File: src/rtl/uart_tx_fifo.sv
// UART transmitter with configurable data width, parity and stop bits,
// fronted by a small power-of-two FIFO so a producer can queue several characters.
module uart_tx_fifo #(
    parameter int CLKS_PER_BIT = 217,
    parameter int DATA_BITS    = 8,
    parameter int PARITY       = 0,
    parameter int STOP_BITS    = 1,
    parameter int FIFO_DEPTH   = 4
) (
    input  logic                          i_Clock,
    input  logic                          i_Reset,
    input  logic                          i_TX_DV,
    input  logic [DATA_BITS-1:0]          i_TX_Byte,
    output logic                          o_TX_Ready,
    output logic [$clog2(FIFO_DEPTH):0]   o_FIFO_Count,
    output logic                          o_TX_Overflow,
    output logic                          o_TX_Active,
    output logic                          o_TX_Serial,
    output logic                          o_TX_Done
);

    localparam int PTR_W = $clog2(FIFO_DEPTH);
    localparam int CNT_W = $clog2(CLKS_PER_BIT);
    localparam int BIT_W = $clog2(DATA_BITS + 1);
    localparam int FIFO_DEPTH_I = FIFO_DEPTH;
    localparam logic [PTR_W:0]     FULL_COUNT = FIFO_DEPTH_I[PTR_W:0];
    localparam logic [CNT_W-1:0]   CLK_LAST   = CNT_W'(CLKS_PER_BIT - 1);
    localparam logic [BIT_W-1:0]   DATA_LAST  = BIT_W'(DATA_BITS - 1);
    localparam logic [BIT_W-1:0]   STOP_LAST  = BIT_W'(STOP_BITS - 1);

    typedef enum logic [2:0] {
        S_IDLE, S_START, S_DATA, S_PARITY, S_STOP, S_CLEANUP
    } state_t;

    state_t                 state_q;
    logic [CNT_W-1:0]       clkCnt_q;
    logic [BIT_W-1:0]       bitCnt_q;
    logic [DATA_BITS-1:0]   shift_q;
    logic                   parity_q;
    logic                   serial_q;
    logic                   active_q;
    logic                   done_q;
    logic                   ready_q;
    logic                   overflow_q;

    logic [DATA_BITS-1:0]   mem_q [FIFO_DEPTH];
    logic [PTR_W-1:0]       wrPtr_q;
    logic [PTR_W-1:0]       rdPtr_q;
    logic [PTR_W:0]         count_q;
    logic [PTR_W:0]         count_d;

    logic                   full;
    logic                   empty;
    logic                   pushEn;
    logic                   popEn;
    logic                   bitEnd;
    logic                   headParity;
    logic                   lineBit;
    logic [DATA_BITS-1:0]   headData;

    assign full       = (count_q == FULL_COUNT);
    assign empty      = (count_q == '0);
    assign pushEn     = i_TX_DV && !full;
    assign popEn      = ((state_q == S_IDLE) || (state_q == S_CLEANUP)) && !empty;
    assign bitEnd     = (clkCnt_q == CLK_LAST);
    assign headData   = mem_q[rdPtr_q];
    assign headParity = (PARITY == 1) ? ~(^headData) : (^headData);

    assign o_TX_Ready    = ready_q;
    assign o_FIFO_Count  = count_q;
    assign o_TX_Overflow = overflow_q;
    assign o_TX_Active   = active_q;
    assign o_TX_Serial   = serial_q;
    assign o_TX_Done     = done_q;

    always_comb begin
        count_d = count_q;
        if (pushEn && !popEn) begin
            count_d = count_q + 1'b1;
        end else if (popEn && !pushEn) begin
            count_d = count_q - 1'b1;
        end
    end

    always_comb begin
        lineBit = 1'b1;
        case (state_q)
            S_START:  lineBit = 1'b0;
            S_DATA:   lineBit = shift_q[0];
            S_PARITY: lineBit = parity_q;
            default:  lineBit = 1'b1;
        endcase
    end

    always_ff @(posedge i_Clock) begin
        if (pushEn) begin
            mem_q[wrPtr_q] <= i_TX_Byte;
        end
    end

    // A push while full is dropped and flagged even if a pop frees a slot this cycle.
    always_ff @(posedge i_Clock) begin
        if (i_Reset) begin
            wrPtr_q    <= '0;
            rdPtr_q    <= '0;
            count_q    <= '0;
            ready_q    <= 1'b1;
            overflow_q <= 1'b0;
        end else begin
            if (pushEn) begin
                wrPtr_q <= wrPtr_q + 1'b1;
            end
            if (popEn) begin
                rdPtr_q <= rdPtr_q + 1'b1;
            end
            count_q    <= count_d;
            ready_q    <= (count_d != FULL_COUNT);
            overflow_q <= i_TX_DV && full;
        end
    end

    // Line outputs follow the state one cycle later, so every output is a flop.
    always_ff @(posedge i_Clock) begin
        if (i_Reset) begin
            state_q  <= S_IDLE;
            clkCnt_q <= '0;
            bitCnt_q <= '0;
            shift_q  <= '0;
            parity_q <= 1'b0;
            serial_q <= 1'b1;
            active_q <= 1'b0;
            done_q   <= 1'b0;
        end else begin
            serial_q <= lineBit;
            active_q <= (state_q != S_IDLE);
            done_q   <= (state_q == S_CLEANUP);
            case (state_q)
                S_IDLE, S_CLEANUP: begin
                    clkCnt_q <= '0;
                    bitCnt_q <= '0;
                    if (popEn) begin
                        shift_q  <= headData;
                        parity_q <= headParity;
                        state_q  <= S_START;
                    end else begin
                        state_q  <= S_IDLE;
                    end
                end
                S_START: begin
                    if (bitEnd) begin
                        clkCnt_q <= '0;
                        state_q  <= S_DATA;
                    end else begin
                        clkCnt_q <= clkCnt_q + 1'b1;
                    end
                end
                S_DATA: begin
                    if (bitEnd) begin
                        clkCnt_q <= '0;
                        shift_q  <= shift_q >> 1;
                        if (bitCnt_q == DATA_LAST) begin
                            bitCnt_q <= '0;
                            state_q  <= (PARITY != 0) ? S_PARITY : S_STOP;
                        end else begin
                            bitCnt_q <= bitCnt_q + 1'b1;
                        end
                    end else begin
                        clkCnt_q <= clkCnt_q + 1'b1;
                    end
                end
                S_PARITY: begin
                    if (bitEnd) begin
                        clkCnt_q <= '0;
                        state_q  <= S_STOP;
                    end else begin
                        clkCnt_q <= clkCnt_q + 1'b1;
                    end
                end
                S_STOP: begin
                    if (bitEnd) begin
                        clkCnt_q <= '0;
                        if (bitCnt_q == STOP_LAST) begin
                            bitCnt_q <= '0;
                            state_q  <= S_CLEANUP;
                        end else begin
                            bitCnt_q <= bitCnt_q + 1'b1;
                        end
                    end else begin
                        clkCnt_q <= clkCnt_q + 1'b1;
                    end
                end
                default: state_q <= S_IDLE;
            endcase
        end
    end

endmodule

File: config.mk
export PLATFORM = sky130hd
export DESIGN_NAME = uart_tx_fifo
export DESIGN_NICKNAME = d
export VERILOG_FILES = /design/src/rtl/uart_tx_fifo.sv
export SDC_FILE = /design/constraint.sdc
export NUM_CORES = 1
export LEC_CHECK = 0
export CORE_UTILIZATION = 40
export DETAILED_ROUTE_END_ITERATION = 6
export DONT_BUFFER_PORTS = 1
export PLACE_DENSITY_LB_ADDON = 0.3
export SLEW_MARGIN = 15
export SYNTH_ARGS = -nofsm -noshare
export SYNTH_HDL_FRONTEND = slang
export SYNTH_SLANG_ARGS = --single-unit
File: constraint.sdc
create_clock -name i_Clock -period 3.3 [get_ports i_Clock]
set_input_delay 0.66 -clock i_Clock [delete_from_list [all_inputs] [get_ports i_Clock]]
set_output_delay 0.66 -clock i_Clock [all_outputs]
set_load 0.005 [all_outputs]
==> metrics <==
syn nets 296; CTS tree yes; Overflow after GRT 0; clock skew 6.136 ps; Setup violations, final 0; Routed wire per std cell 14.43 um; CTS resizes 0; number of I/O pins 19; Post-DP Area 0.003274 mm^2; Pleak 0.001180 uW; router iterations before antenna repair 4; Setup CP Type flop to flop; Synth Register Bits 70; Initial DRC Count 71; GRT Total Usage 14.48%; CP startpoint clkCnt_q[0]; Area contributors post-synth edfxtp_1 30%, dfxtp_1 24%, mux4_2 5.6%, ha_1 4.3%, xnor2_1 3.3%; number of global-route vias before repair 1903; fin. max-slew vios 0; Die ar. 0.008404 mm^2; Fillers 739; Detail Route Antenna Nets 0; Die Ht 91.68 um; final setup TNS 0 ps; worst hold slack 373.0 ps; Synthesis Warnings 0; Fmax 476.0 MHz; crit path launch type flop; CTS Buffer Depth 2; Post-synth EDFFs 32; row count 32; Seq/Total Area, Yosys 53.52%; area of the core 0.007767 mm^2; ys flop type dfxtp_1; global placement routability congestion 0.7535; Die X 91.68 um; Tmin final 2101 ps; FFs w/ async S/R, synth 0%; initial antenna violation count 0; Syn-to-layout area delta 8.168%; largest net degree at the start of global routing 34; final number of hold-violating endpoints 0; Crit. End Element flop; Netlist cell types 58; max_slew headroom 53.42%; Multi-input gate area 0.001376 mm^2; total number of vias 1981; Synth top area share 29.87%; Post-Synthesis Cells 274; PD cells 840.0 mW/mm^2; Final Cell Area 0.003480 mm^2; Avg Inst Size Synth 11.74 um^2; leading area contributor after synthesis edfxtp_1; R2R Path Start clkCnt_q[0]; HP Start i_Reset; Post-Route WL 5.482 mm; worst slew pin tran 695.0 ps; post-synth design cell area 0.003217 mm^2; initial core utilization 41.41%; share of layout cells above drive strength 1 13.31%; nets 295; # DRC 0; first-pass GRT wire length 9.232 mm; total of max-cap violations 0; ANT cells 0; clock sink total 70; clk root buf clkbuf_8; post-CTS setup buffers 0; dpl hpwl 3.711 mm; Num CTS Buffers 9; Reg clk slew, reported paths 80 ps; Max rail drop VDD 0.3964 mV; Worst Hold Class primary input to flop; CTS H-Tree Depth 3; Reg area 0.001722 mm^2; Clock Latency Late Sink 350 ps; Data required, critical path 3580 ps; crit path max fanout 11; Hold Buf Count CTS 0; status completed; fin crit share 63.66%; average vias per placed instance 5.213; input/output buffers 0; Power Total 2923 uW; RSZ-0062 raised after global routing no; CP arrival 2380 ps
[Yosys cell counts, types with 2 or more instances]
cell type and number:
buf_6 2, buf_2 4, or4b_1 2, nand3_1 6, ha_1 11, xnor2_1 12, edfxtp_1 32, nand3b_1 4
xor2_1 2, a211oi_1 9, o21ai_0 7, nor2b_1 3, and2_1 5, nand2_1 16, a22oi_1 3, a311oi_1 2
mux2i_1 8, dfxtp_1 38, and4_1 2, nor2_1 21, nor3_1 8, nand2b_1 2, clkbuf_1 4, inv_1 12
a21oi_1 16, mux4_2 8, and3_1 4
[path summary, 6_finish.rpt]
kind | endpoint | slack (ps) | cells past startpoint
min | clkCnt_q[4] | 370 | 1
max | state_q[2] | 1200 | 7
max reg2reg | state_q[2] | 1200 | 7
min reg2reg | bitCnt_q[0] | 490 | 2
[critical path, cell delays in order, from the launching register on]
cell and delay (ps):
dfxtp_1 350, inv_1 70, ha_1 130, nand3_1 120, nor3_2 560, nor2_2 220, or4_1 440, a21oi_1 150
[cells in the final DEF, fill, tap and decap left out, drive strengths merged, types with 2 or more instances in the layout]
cell	count
maj3	2
nand2b	3
nand3	7
and3	4
nor2	24
or4b	2
clkinv	2
o21ai	8
nand3b	4
a21oi	16
mux2i	8
inv	16
xor2	2
clkbuf	9
nor2b	3
a311oi	2
and4	2
nand2	16
a211oi	9
dfxtp	38
nor3	9
mux4	8
xnor2	13
or2	2
a22oi	3
and2	5
edfxtp	32
ha	11
[cells by family after synthesis]
logic type / count (synthesis) / synth area share (%)
XOR/XNOR: 15 / 4.318
buffers and inverters: 25 / 3.695
flip-flops: 70 / 53.52
AND/OR/NAND/NOR: 87 / 15.52
adder cells (fa/ha/maj): 13 / 4.940
multiplexers: 16 / 8.090
AO/OA/AOI/OAI: 48 / 9.919
[per-layer routing]
| metal | wire, um | share of wire [%] | track usage [%] | up-vias |
|---|---|---|---|---|
| met5 | 0 | 0 | 0 | - |
| met3 | 257 | 4.7 | 3.814 | 12 |
| met2 | 2524 | 46 | 23.06 | 42 |
| met4 | 129 | 2.4 | 7.937 | 0 |
| li1 | - | - | - | 1000 |
| met1 | 2570 | 47 | 17.88 | 927 |
[cell type report]
class	count	area share, %
multi-input combinational	179	39.55
clock inverter	7	2.337
clock buffer	9	3.560
inverter	13	1.402
sequential	70	49.48
tap	102	3.668
[where the power goes]
part           internal [uW]  switching, uW
logic                    463            525
registers               1070            152
clock network            359            355
[stage by stage]
step | setup slack (ps) | std cells | utilization [%]
2_1_floorplan | 1565 | 274 | -
3_3_place_gp | 1243 | 364 | 42.16
3_5_place_dp | 1189 | 364 | 42.16
4_1_cts | 1166 | 380 | 44.80
5_1_grt | 1006 | 380 | 44.80
6_report | 1199 | 380 | 44.80
[flip-flops by register name, summed over array words and instances, names as in the netlist, named ones only]
register,flops
shift_q,8
clkCnt_q,8
rdPtr_q,2
o_TX_Overflow,1
o_TX_Serial,1
o_TX_Ready,1
mem_q,32
o_TX_Done,1
parity_q,1
bitCnt_q,4
state_q,3
o_TX_Active,1
o_FIFO_Count,3
wrPtr_q,2
Power figures use the tool's default switching activity.
